==> config.mk <==
export PLATFORM = sky130hd
export DESIGN_NAME = fft_frame_sequencer
export DESIGN_NICKNAME = d
export VERILOG_FILES = /design/src/rtl/fft_seq_pkg.sv /design/src/rtl/fft_frame_sequencer.sv
export SDC_FILE = /design/constraint.sdc
export NUM_CORES = 1
export LEC_CHECK = 0
export CAP_MARGIN = 30
export CORE_MARGIN = 5
export CORE_UTILIZATION = 30
export CTS_CLUSTER_DIAMETER = 40
export DETAILED_ROUTE_END_ITERATION = 10
export PLACE_DENSITY_LB_ADDON = 0.3
export REMOVE_ABC_BUFFERS = 1
export SLEW_MARGIN = 20
export SYNTH_ARGS = -nofsm -noshare
export SYNTH_HDL_FRONTEND = slang
export SYNTH_SLANG_ARGS = --single-unit
==> constraint.sdc <==
create_clock -name clk -period 3.7 [get_ports clk]
set_input_delay 1.11 -clock clk [delete_from_list [all_inputs] [get_ports clk]]
set_output_delay 1.11 -clock clk [all_outputs]
set_load 0.03 [all_outputs]
==> src/rtl/fft_seq_pkg.sv <==
// Shared types and constants for the FFT frame sequencer.
// Optional build macro: FFT_SEQ_HALF_EN drains only bins 0..4 (real-input half spectrum).
package fft_seq_pkg;

    localparam int unsigned FFT_N     = 8;
    localparam int unsigned FFT_IDX_W = 3;

`ifdef FFT_SEQ_HALF_EN
    // Real input gives a conjugate-symmetric spectrum; bins 5..7 carry no new information.
    localparam int unsigned FFT_LAST = 4;
`else
    localparam int unsigned FFT_LAST = 7;
`endif

    typedef logic [FFT_IDX_W-1:0] bin_idx_t;

    typedef enum logic [1:0] {
        StFill,
        StWait,
        StDrain
    } seq_state_e;

endpackage

==> src/rtl/fft_frame_sequencer.sv <==
// Gathers 8 samples into a frame for the external FFT core, waits out the core latency,
// captures the bins and drains them one per handshake.
// Optional build macro: FFT_SEQ_HALF_EN (drain and store bins 0..4 only).
module fft_frame_sequencer
    import fft_seq_pkg::*;
#(
    parameter int unsigned DATA_W  = 12,
    parameter int unsigned N       = 8,
    parameter int unsigned FFT_LAT = 3
) (
    input  logic                clk,
    input  logic                rst_n,
    input  logic                in_valid,
    output logic                in_ready,
    input  logic [DATA_W-1:0]   in_sample,
    output logic [N*DATA_W-1:0] frame_o,
    input  logic [N*DATA_W-1:0] fft_re_i,
    input  logic [N*DATA_W-1:0] fft_im_i,
    output logic                bin_valid,
    input  logic                bin_ready,
    output logic [DATA_W-1:0]   bin_re,
    output logic [DATA_W-1:0]   bin_im,
    output logic [2:0]          bin_idx,
    output logic                bin_last,
    output logic                busy
);

    localparam int unsigned NumBins  = FFT_LAST + 1;
    localparam bin_idx_t    LastIdx  = bin_idx_t'(FFT_LAST);
    localparam bin_idx_t    FrameEnd = bin_idx_t'(FFT_N - 1);
    localparam logic [3:0]  LatInit  = 4'(FFT_LAT);

    seq_state_e state_q, state_d;
    bin_idx_t   wr_idx_q, wr_idx_d;
    bin_idx_t   rd_idx_q, rd_idx_d;
    logic [3:0] lat_cnt_q, lat_cnt_d;

    logic [N*DATA_W-1:0] frame_q;
    logic [DATA_W-1:0]   res_re_q [NumBins];
    logic [DATA_W-1:0]   res_im_q [NumBins];

    logic in_hs;
    logic bin_hs;
    logic capture;

`ifdef FFT_SEQ_HALF_EN
    // Bins 5..7 of the core are intentionally not stored.
    logic unused_bins;
    assign unused_bins = ^{fft_re_i, fft_im_i};
`endif

    // Handshake flags are decoded from registered state only.
    assign in_ready  = (state_q == StFill);
    assign busy      = (state_q != StFill);
    assign bin_valid = (state_q == StDrain);
    assign bin_last  = bin_valid && (rd_idx_q == LastIdx);
    assign bin_idx   = rd_idx_q;
    assign bin_re    = bin_valid ? res_re_q[rd_idx_q] : '0;
    assign bin_im    = bin_valid ? res_im_q[rd_idx_q] : '0;
    assign frame_o   = frame_q;

    assign in_hs   = in_valid && in_ready;
    assign bin_hs  = bin_valid && bin_ready;
    assign capture = (state_q == StWait) && (lat_cnt_q == '0);

    // Next-state logic for the FSM and its index/latency counters.
    always_comb begin
        state_d   = state_q;
        wr_idx_d  = wr_idx_q;
        rd_idx_d  = rd_idx_q;
        lat_cnt_d = lat_cnt_q;
        unique case (state_q)
            StFill: begin
                if (in_hs) begin
                    if (wr_idx_q == FrameEnd) begin
                        wr_idx_d  = '0;
                        lat_cnt_d = LatInit;
                        state_d   = StWait;
                    end else begin
                        wr_idx_d = wr_idx_q + 1'b1;
                    end
                end
            end
            StWait: begin
                if (lat_cnt_q == '0) begin
                    rd_idx_d = '0;
                    state_d  = StDrain;
                end else begin
                    lat_cnt_d = lat_cnt_q - 1'b1;
                end
            end
            StDrain: begin
                if (bin_hs) begin
                    if (rd_idx_q == LastIdx) begin
                        rd_idx_d = '0;
                        state_d  = StFill;
                    end else begin
                        rd_idx_d = rd_idx_q + 1'b1;
                    end
                end
            end
            default: state_d = StFill;
        endcase
    end

    // FSM state and counter registers.
    always_ff @(posedge clk or negedge rst_n) begin
        if (!rst_n) begin
            state_q   <= StFill;
            wr_idx_q  <= '0;
            rd_idx_q  <= '0;
            lat_cnt_q <= '0;
        end else begin
            state_q   <= state_d;
            wr_idx_q  <= wr_idx_d;
            rd_idx_q  <= rd_idx_d;
            lat_cnt_q <= lat_cnt_d;
        end
    end

    // Frame buffer writes and result capture; both cleared on reset.
    always_ff @(posedge clk or negedge rst_n) begin
        if (!rst_n) begin
            frame_q <= '0;
            for (int k = 0; k < NumBins; k++) begin
                res_re_q[k] <= '0;
                res_im_q[k] <= '0;
            end
        end else begin
            if (in_hs) begin
                frame_q[wr_idx_q*DATA_W +: DATA_W] <= in_sample;
            end
            if (capture) begin
                for (int k = 0; k < NumBins; k++) begin
                    res_re_q[k] <= fft_re_i[k*DATA_W +: DATA_W];
                    res_im_q[k] <= fft_im_i[k*DATA_W +: DATA_W];
                end
            end
        end
    end

endmodule

# After elaboration in Yosys (flattened, before gate mapping)
# Index checks and enable logic that the tools add are counted.
# op_classes
n_lt_le_gt_ge,1
shift,2
mul,1
eq_ne,10
bitwise,1
reduce_logical,13
n_div,0
muxes,24
add_sub_neg,4
# ops
operator,count
96-bit bitwise mux,1
"12-bit by 34-bit variable shift with 96-bit output, first input constant",1
12-bit by 34-bit variable part select with 96-bit output,1
12-bit binary-select mux with 3-bit select,2
12-bit two-way mux,6
7-bit negation with 34-bit output,1
3-bit two-way mux,4
4-bit two-way mux,3
2-bit two-way mux,5
"2-bit by 1-bit != test with 1-bit output, second input constant",5
4-bit one-hot mux with 2 select lines,1
"3-bit by 1-bit adder with 3-bit output, second input constant",2
"3-bit == test, second input constant",2
2-bit one-hot mux with 3 select lines,1
3-bit one-hot mux with 2 select lines,1
2-bit nonzero test,3
"3-bit by 2-bit multiplier with 5-bit output, second input constant",1
5-bit AND reduction,1
"4-bit >= comparator, second input constant",1
1-bit logical AND,4
4-bit logical NOT,1
3-bit inverter with 4-bit output,1
4-bit AND reduction,1
"4-bit by 1-bit subtractor with 4-bit output, second input constant",1
other kinds (6),6
# word_totals
latchBits,0
out_inout_bits,127
n_memories,0
rom_bits,0
ramBits,0
register_bits,300

# Depth between registers and ports, before layout
# Gate-level depths: netlist of run 1.
# logic_depth
depth_word,5
depth_mapped,13
mapped_depth_nobuf,10

# Worst setup path after synthesis of run 1
# No wires, ideal clock.
# synth_timing
path_type,reg2reg
start,register wr_idx_q[1]
end,register frame_q[48] (netlist: frame_o[48])
arrival_time_ps,3467
required_ps,3575
setup_time_ps,125
slack_ps,109
stages_incl_launch_ff,13
cell_sequence,dfrtp_1 -> ha_1 -> fa_1 -> buf_2 -> xnor2_2 -> buf_2 -> and2_1 -> ha_1 -> or4b_4 -> a31oi_1 -> o2111ai_2 -> nor2_4 -> mux2_2
# synth_via
elab_chain_cells,4
word_cells_on_any_way,5
classes_between,1 x add/sub; 1 x mul; 2 x shift; 1 x mux
# synth_rtl
element,line_no,source
from (decl),fft_frame_sequencer.sv:34,"bin_idx_t wr_idx_q, wr_idx_d;"
from (signal assigned),fft_frame_sequencer.sv:115,wr_idx_q <= wr_idx_d;
3-bit by 2-bit multiplier with 5-bit output *,fft_frame_sequencer.sv:131,frame_q[wr_idx_q*DATA_W +: DATA_W] <= in_sample;
7-bit negation with 34-bit output *,fft_frame_sequencer.sv:131,
12-bit by 34-bit variable part select with 96-bit output / 12-bit by 34-bit variable shift with 96-bit output (equally long branches),fft_frame_sequencer.sv:131,
96-bit bitwise mux *,fft_frame_sequencer.sv:131,
"to (signal, indexed assignment)",fft_frame_sequencer.sv:131,
to (decl),fft_frame_sequencer.sv:38,logic [N*DATA_W-1:0] frame_q;
# Every way passes the cells marked *; elsewhere a longest branch is shown, timed or not.
# A chain may end at the register's enable or synchronous reset.

# Worst setup path after layout of run 1
# layout_timing
start,register rd_idx_q[0] (netlist: bin_idx[0])
end,output port bin_re[6]
# layout_via
elab_chain_cells,5
# layout_rtl
element,line_no,source
from (decl),fft_frame_sequencer.sv:35,"bin_idx_t rd_idx_q, rd_idx_d;"
from (signal assigned),fft_frame_sequencer.sv:116,rd_idx_q <= rd_idx_d;
3-bit inverter with 4-bit output (implied by the code),fft_frame_sequencer.sv:58,assign bin_re = bin_valid ? res_re_q[rd_idx_q] : '0;
12-bit binary-select mux with 3-bit select,fft_frame_sequencer.sv:58,
12-bit two-way mux (implied by the code) (2 in series),fft_frame_sequencer.sv:58,
12-bit two-way mux,fft_frame_sequencer.sv:58,
to (decl),fft_frame_sequencer.sv:21,"output logic [DATA_W-1:0] bin_re,"
# Every way passes these cells. The select of a mux whose other input is x is not followed.

==> results of run 1 <==
## synthesized netlist by cell type, drive strengths merged, types with 2 or more instances
| library cell | count | share of area, % |
|---|---|---|
| and2 | 8 | 0.35 |
| nor3b | 4 | 0.21 |
| a21o | 3 | 0.16 |
| a22o | 17 | 1.0 |
| o21bai | 2 | 0.10 |
| nand3b | 5 | 0.26 |
| nor2 | 48 | 1.4 |
| or3 | 5 | 0.29 |
| nand4 | 2 | 0.087 |
| mux4 | 48 | 7.5 |
| buf | 24 | 0.89 |
| xor2 | 4 | 0.30 |
| a22oi | 4 | 0.24 |
| or2 | 2 | 0.087 |
| o22ai | 12 | 0.52 |
| inv | 9 | 0.23 |
| o2bb2ai | 3 | 0.18 |
| dfrtp | 300 | 52 |
| nand3 | 20 | 0.69 |
| a21oi | 15 | 0.52 |
| a31o | 2 | 0.12 |
| nor3 | 16 | 0.85 |
| mux2i | 36 | 2.5 |
| or4b | 2 | 0.16 |
| mux2 | 280 | 22 |
| a31oi | 8 | 0.35 |
| o41ai | 4 | 0.24 |
| o21ai | 21 | 0.73 |
| o31ai | 4 | 0.21 |
| and3 | 5 | 0.22 |
| a211o | 2 | 0.18 |
| or3b | 2 | 0.12 |
| nand2 | 47 | 1.2 |
| nor2b | 4 | 0.17 |
| clkbuf | 39 | 1.0 |
| xnor2 | 2 | 0.17 |
| ha | 11 | 0.95 |
| nand2b | 9 | 0.41 |
## kinds of logic after synthesis
family / Yosys count / share of synthesized area (%)
DFF: 300 / 52.1
xor gates and xnor gates: 6 / 0.469
and+or+nand+nor: 183 / 6.73
buffers and inverters: 72 / 2.14
muxes: 364 / 32.2
adders and majority gates: 12 / 1.09
AOI/OAI and AO/OA: 105 / 5.30
## metrics by stage
stage,utilization [%],setup TNS (ns),cell area [um2]
after floorplan,-,-691.89,14100
after global placement,39.2,0,18700
after detailed placement,39.2,0,18700
after CTS,43.2,0,20600
after global routing,43.2,-0.0415,20600
final,43.2,0,20600
## sequential cells by signal, summed over array words and instances (netlist names)
register	flops
wr_idx_q	3
state_q	2
lat_cnt_q	4
res_im_q	96
res_re_q	96
frame_o	96
bin_idx	3
## per-layer routing
metal,global-route usage (%),vias to the layer above,wire [um]
met2,25.9,372,20200
met3,7.49,68,4380
li1,-,4624,-
met4,3.50,18,597
met1,20.0,5136,17700
met5,0,-,138
## worst max-delay path, delay by kind of cell (launching register included)
kind          cells  cell delay, ns
buf+inv           2            0.57
mux               2            0.69
flops             1            0.55
simple gates      1            0.08
## cell type report
type	instances	area share (%)
inverters	9	0.164
clock inverters	30	1.91
diodes	5	0.0608
well taps	615	3.74
flip-flops and latches	300	36.5
clock buffers	66	7.17
repair buffers	379	18.3
multi-input cells	670	32.1
## what timing repair did
action	4_1_cts	5_1_grt
gates resized for setup	25	3
buffers inserted	5	1
endpoints found under the setup margin	25	11
cloned	0	0
## worst max path at each step
| stage | end | slack, ns | depth (start not counted) |
|---|---|---|---|
| floorplan | res_im_q[0] | -3.29 | 5 |
| global placement | frame_o[83] | 0.18 | 10 |
| detailed placement | frame_o[92] | 0.14 | 6 |
| CTS | bin_im[0] | 0.02 | 5 |
| global route | bin_im[0] | -0.03 | 5 |
| finish | bin_re[6] | 0.11 | 5 |
## power by group
group          switching [W]  total [W]  internal, W
clock network        0.00175    0.00504      0.00328
registers           0.000491    0.00451      0.00402
logic                0.00457    0.00806      0.00349
total                0.00682     0.0176       0.0108
==> metrics, run 1 <==
HP Class=reg2reg; Mapped Cells=1,042; Reg clk slew, reported paths=0.05 ns; critical path cell sequence=buf_12 > mux4_2 > mux2i_1 > nor2_1 > dlygate4sd2_1; sequential-to-total area share from yosys stat=52.1%; IO buf count=334; Hold Path Depth=1; DRC=0; Clock Path Buffers=3; Setup violations, final=0; chip height=229 um; Reg area=7510 um2; MaxCap Viol Count=0; fillers=4,470; VDD IR-drop max=393 uV; vias in the first global route=11,300; Die ar.=52,500 um2; GPL Wtd Cong=0.876; Worst-Skew Late Latency=0.58 ns; Via Count=10,200; fin crit share=97.0%; Antenna Violating Nets Remaining=0; Final Hold Vio Count=0; Place WS=0.140 ns; fmax=0.279 GHz; Post-CTS Hold Buffers=0; crit-path max FO=14; final worst-path setup slack=0.110 ns; Multi-input gate area=6610 um2; fin crit period=3.59 ns; synthesized area=14,400 um2; TritonCTS Buffers=53; Yosys cell types=69; share of cells above drive strength 1=34.1%; Post-synth ARST share=100%; Detailed Route WL=42,900 um; number of synthesized flops with an enable pin=0; Startpoint Class=flip-flop; 1st-iter DRT viols=590; reg2reg end=frame_o[49]; total power=0.0176 W; Area Growth Syn to Fin=42.8%; WHS=0.498 ns; outcome=finished, final reports clean; CP Class=reg2out; dpl hpwl=31,800 um; worst clock skew=0.0276 ns; Core Footprint=47,600 um2; largest net degree at the start of global routing=118; Clock Tree Root=clkbuf_16; Primary FF master, synth=dfrtp_1; Post-Syn Area per Cell=13.8 um2; NumNets Final=1,633; CTS Sinks=300; commonest cells after routing, fill and taps aside=clkdlybuf4s50_1 (308), dfrtp_1 (297), mux2_2 (268); IO Count=335; Synth warnings=0; Worst Tran Pin Value=0.799 ns; WL/cell=20.7 um; max-slew violations=0; first-pass GRT wire length=67,000 um; hold wc startpoint=lat_cnt_q[0]; Leak=8.74 nW; RSZ-0062 raised after global routing=true; initial antenna violation count=14; Worst Setup SP=bin_idx[0]; reg-to-reg critical path startpoint=wr_idx_q[1]; CTS HTree Levels=2; commonest non-fill, non-tap cell in the layout=clkdlybuf4s50_1; R2R depth=10; Rows=80; final non-filler cell total=2,074; Slowest-stage cell, CP=dfrtp_4; CTS tree=yes; Vias/cell=4.93; DR pass1 iterations=5; GRT Resource Usage Total=16.1%; WP data arrival=2.48 ns; total congestion overflow=0; Seq cells post-synth=300; Reg2Reg Setup Slack=0.21 ns; Worst Hold End=lat_cnt_q[0]; PD cells=855 nW/um2; crit end category=output port; Max-Slew Margin vs Limit=46.7%; die width=229 um; starting density of the core=30.3%; Inst Count DP=1,967; max incr delay on CP=0.55 ns; worst path required time=2.59 ns
Note: power is estimated with default switching activity, not from simulation.
==> run 2: changes to the inputs <==
- CORE_MARGIN: 5 -> 2
==> run 2 against run 1 <==
Total power decreased by 0.76%. Final area is 0.29% lower. Global-route usage rose by 1.0 points. Setup slack gained 0.013 ns. Critical path type unchanged. Critical endpoint is now bin_im[10]. Largest cell class unchanged. Largest power group unchanged.
==> metrics, run 2 (synthesized netlist as in run 1, its figures left out) <==
outcome=finished, final reports clean; Inst Count DP=1,975; vias in the first global route=11,000; worst clock skew=0.0107 ns; WHS=0.479 ns; fin crit share=96.7%; CTS tree=yes; PD cells=851 nW/um2; Worst Tran Pin Value=0.738 ns; Die ar.=49,800 um2; Place WS=0.0915 ns; WL/cell=20.4 um; CTS Sinks=300; Post-CTS Hold Buffers=0; Core Footprint=47,500 um2; Worst-Skew Late Latency=0.57 ns; CP Class=reg2out; first-pass GRT wire length=65,400 um; Reg clk slew, reported paths=0.05 ns; largest net degree at the start of global routing=120; WP data arrival=2.47 ns; fin crit period=3.58 ns; Reg area=7520 um2; Antenna Violating Nets Remaining=0; 1st-iter DRT viols=589; Detailed Route WL=42,400 um; commonest cells after routing, fill and taps aside=clkdlybuf4s50_1 (308), dfrtp_1 (297), mux2_2 (268); crit-path max FO=9; Setup violations, final=0; final worst-path setup slack=0.124 ns; NumNets Final=1,639; GPL Wtd Cong=0.868; Rows=80; max-slew violations=0; die width=223 um; DR pass1 iterations=5; IO buf count=334; post-layout instance area=20,500 um2; DRC=0; fillers=4,387; GRT Resource Usage Total=17.2%; dpl cell area=18,700 um2; dpl hpwl=31,300 um; HP Class=in2async; TritonCTS Buffers=52; final non-filler cell total=2,075; VDD IR-drop max=407 uV; Clock Path Buffers=3; total congestion overflow=0; share of cells above drive strength 1=34.4%; Clock Tree Root=clkbuf_16; Area Growth Syn to Fin=42.4%; commonest non-fill, non-tap cell in the layout=clkdlybuf4s50_1; Startpoint Class=flip-flop; Leak=8.71 nW; MaxCap Viol Count=0; RSZ-0062 raised after global routing=false; Vias/cell=4.90; worst path required time=2.59 ns; crit end category=output port; Max-Slew Margin vs Limit=50.6%; Via Count=10,200; fmax=0.280 GHz; IO Count=335; CTS HTree Levels=2; Final Hold Vio Count=0; initial antenna violation count=5; Multi-input gate area=6610 um2; chip height=223 um; starting density of the core=30.3%
## run 2: changes by cell type in the layout (fill, tap and decap cells not counted), moves of 2 or more
cell	delta
buf_12	-2
buf_4	+8
clkbuf_8	-5
clkinv_2	-2
clkinv_4	+2
clkinvlp_4	+2
diode_2	-3
inv_6	+4
## run 2: what timing repair did
action                                 4_1_cts  5_1_grt
setup buffers                                3        2
pin swaps                                    0        1
endpoints found under the hold margin        0        0
setup endpoints to repair                   25       21
resized for setup                           26        5
## run 2: path summary, 6_finish.rpt
check / end / slack [ns] / from / cells after the start
min in group clk: res_im_q[57] / 0.50 / res_im_q[57] / 1
hold reg to reg: res_im_q[57] / 0.50 / res_im_q[57] / 1
setup reg to reg: frame_o[18] / 0.21 / wr_idx_q[1] / 10
hold / removal: frame_o[78] / 0.48 / rst_n / 1
setup / recovery: bin_im[10] / 0.12 / bin_idx[0] / 5
max in group asynchronous: bin_idx[1] / 2.23 / rst_n / 2
## run 2: power breakdown
| group | internal [W] | switching, W | leakage [nW] |
|---|---|---|---|
| clock network | 0.00314 | 0.00176 | 0.864 |
| logic | 0.00349 | 0.00453 | 4.17 |
| registers | 0.00402 | 0.000539 | 3.68 |
## run 2: metal layers
metal  GRT usage, %  vias up  part of all wire [%]
met1           21.0     5091                    41
met5              0        -                  0.11
met2           27.7      354                    47
met3           6.72       80                   9.8
met4           5.74        8                   2.5
li1               -     4637                     -
## run 2: critical path: stages (launching register included)
cell	delay [ns]
dfrtp_4	0.53
buf_4	0.21
mux4_2	0.51
mux2i_1	0.14
nor2_1	0.09
dlygate4sd2_1	0.40
## run 2: layout make-up
| class | instances | area share (%) |
|---|---|---|
| antenna | 2 | 0.0244 |
| clock buffer | 60 | 6.73 |
| clock inverter | 33 | 1.97 |
| inverter | 9 | 0.165 |
| multi-input combinational | 670 | 32.2 |
| sequential | 300 | 36.6 |
| tap | 615 | 3.75 |
| timing repair buffer | 386 | 18.5 |
## run 2: through the flow
step	TNS, ns	total power [W]	util [%]
2_1_floorplan	-691.89	0.00951	-
4_1_cts	0	0.0176	43.1
3_5_place_dp	0	0.0127	39.4
3_3_place_gp	0	0.0126	39.4
6_report	0	0.0175	43.2
5_1_grt	0	0.0184	43.2
==> run 3: changes to the inputs <==
- CORE_UTILIZATION: 30 -> 46
==> run 3 against run 2 <==
Combinational power down 1%. Final area decreased by 3.0%. Count of clock-buffer cells in the layout shrank 6. Sequential share of layout area grew 1.1 points. Non-clock buffer count fell by 4. Sequential power hardly changed. Worst hold slack better by 0.019 ns. Critical path depth is the same. Register-to-register slack hardly changed. Sequential cell count stayed put. Setup slack got worse by 0.021 ns. Via count is 1.5% higher. Largest power group unchanged.
==> metrics, run 3 (synthesized netlist as in run 1, its figures left out) <==
WP data arrival=2.49 ns; Via Count=10,300; IO Count=335; Clock Tree Root=clkbuf_16; outcome=finished, final reports clean; share of cells above drive strength 1=33.4%; Worst Tran Pin Value=0.709 ns; Setup violations, final=0; fillers=2,315; IO buf count=334; Core Footprint=30,700 um2; total power=0.0166 W; VDD IR-drop max=408 uV; CP Class=reg2out; Startpoint Class=flip-flop; dpl hpwl=29,100 um; Detailed Route WL=39,700 um; met3 usage in global routing=7.44%; dpl cell area=18,400 um2; fin crit share=97.2%; post-layout instance area=19,900 um2; Worst-Skew Late Latency=0.53 ns; Hold Path Depth=1; Die ar.=32,800 um2; Reg clk slew, reported paths=0.06 ns; TritonCTS Buffers=44; Antenna Violating Nets Remaining=0; final non-filler cell total=1,837; commonest non-fill, non-tap cell in the layout=clkdlybuf4s50_1; largest net degree at the start of global routing=103; reg-to-reg critical path startpoint=wr_idx_q[0]; Vias/cell=5.62; crit end category=output port; Multi-input gate area=6610 um2; Inst Count DP=1,752; commonest cells after routing, fill and taps aside=clkdlybuf4s50_1 (308), dfrtp_1 (297), mux2_2 (268); Rows=64; DR pass1 iterations=5; Clock power frac=24.9%; Leak=8.56 nW; fmax=0.278 GHz; CTS Sinks=300; Clock Path Buffers=3; Worst Hold End=res_re_q[66]; vias in the first global route=11,100; GRT Resource Usage Total=24.4%; die width=181 um; chip height=181 um; hold wc startpoint=res_re_q[66]; HP Class=reg2reg; global routing's busiest layer=met2; initial antenna violation count=3; total congestion overflow=0; fin crit period=3.60 ns; 1st-iter DRT viols=629; GPL Wtd Cong=0.941; WL/cell=21.6 um; switching power=0.00655 W; Flop pwr share=27.3%; Max-Slew Margin vs Limit=52.6%; reg2reg end=frame_o[93]; worst path required time=2.59 ns; internal power=0.0101 W; first-pass GRT wire length=62,800 um; Final Hold Vio Count=0; Area Growth Syn to Fin=38.1%; met1 usage=30.4%; NumNets Final=1,627; DRC=0; Post-CTS Hold Buffers=0; max-slew violations=0; CTS HTree Levels=2; switching share of power=39.4%; R2R depth=8; global routing usage on met2=40.7%; combinational cell fraction of total power=47.8%; Reg2Reg Setup Slack=0.20 ns; CTS tree=yes; MaxCap Viol Count=0; crit-path max FO=20; Reg area=7520 um2; starting density of the core=46.9%; Setup TNS Final=0 ns; worst clock skew=0.0109 ns; PD cells=835 nW/um2
[run 3: cell count changes in the layout (fill, tap and decap cells not counted), sizes merged]
cell	before	now
buf	53	49
bufinv	6	4
clkbuf	61	54
clkinv	8	9
diode	2	3
dlymetal6s2s	0	1
inv	23	14
[run 3: per-stage QoR]
stage | hold slack, ns | setup WS [ns] | util, %
finish | 0.498 | 0.103 | 64.7
global route | 0.509 | -0.00390 | 64.7
CTS | 0.500 | 0.0153 | 64.6
detailed placement | 0.488 | 0.0428 | 59.8
global placement | 0.482 | 0.176 | 59.8
floorplan | 0.462 | -3.29 | -
[run 3: layer usage]
layer / wire [um] / vias up
li1: - / 4590
met1: 15800 / 5221
met2: 19200 / 417
met3: 3490 / 97
met4: 1210 / 2
met5: 11 / -
[run 3: worst max path at each step]
stage,from,to
finish,bin_idx[0],bin_im[1]
global route,bin_idx[0],bin_im[7]
CTS,bin_idx[1],bin_last
detailed placement,wr_idx_q[0],frame_o[11]
global placement,in_valid,frame_o[93]
floorplan,lat_cnt_q[0],res_im_q[0]
[run 3: power groups by stage]
stage	Combinational [W]	Clock, W	Sequential, W
5_1_grt	0.00845	0.00436	0.00464
4_1_cts	0.00789	0.00422	0.00456
3_5_place_dp	0.00787	0	0.00462
6_report	0.00794	0.00414	0.00455
2_1_floorplan	0.00409	0	0.00541
3_3_place_gp	0.00777	0	0.00459
[run 3: final cells by class]
| class | instances | area share, % |
|---|---|---|
| Tap cell | 396 | 2.49 |
| Multi-Input combinational cell | 670 | 33.2 |
| Sequential cell | 300 | 37.8 |
| Antenna cell | 3 | 0.0377 |
| Timing Repair Buffer | 382 | 18.9 |
| Clock buffer | 54 | 6.08 |
| Clock inverter | 23 | 1.31 |
| Inverter | 9 | 0.170 |
[run 3: critical path, cell delays in order (launching register included)]
cell and delay, ns:
dfrtp_4 0.51, buf_12 0.23, mux4_2 0.51, mux2i_1 0.23
nor2_1 0.09, dlygate4sd2_1 0.38
[run 3: repair_timing]
item                       4_1_cts  5_1_grt
setup endpoints to repair       24       15
resized for setup               26        4
setup buffers                    2        3
hold endpoints to repair         0        0
pin swaps                        0        0
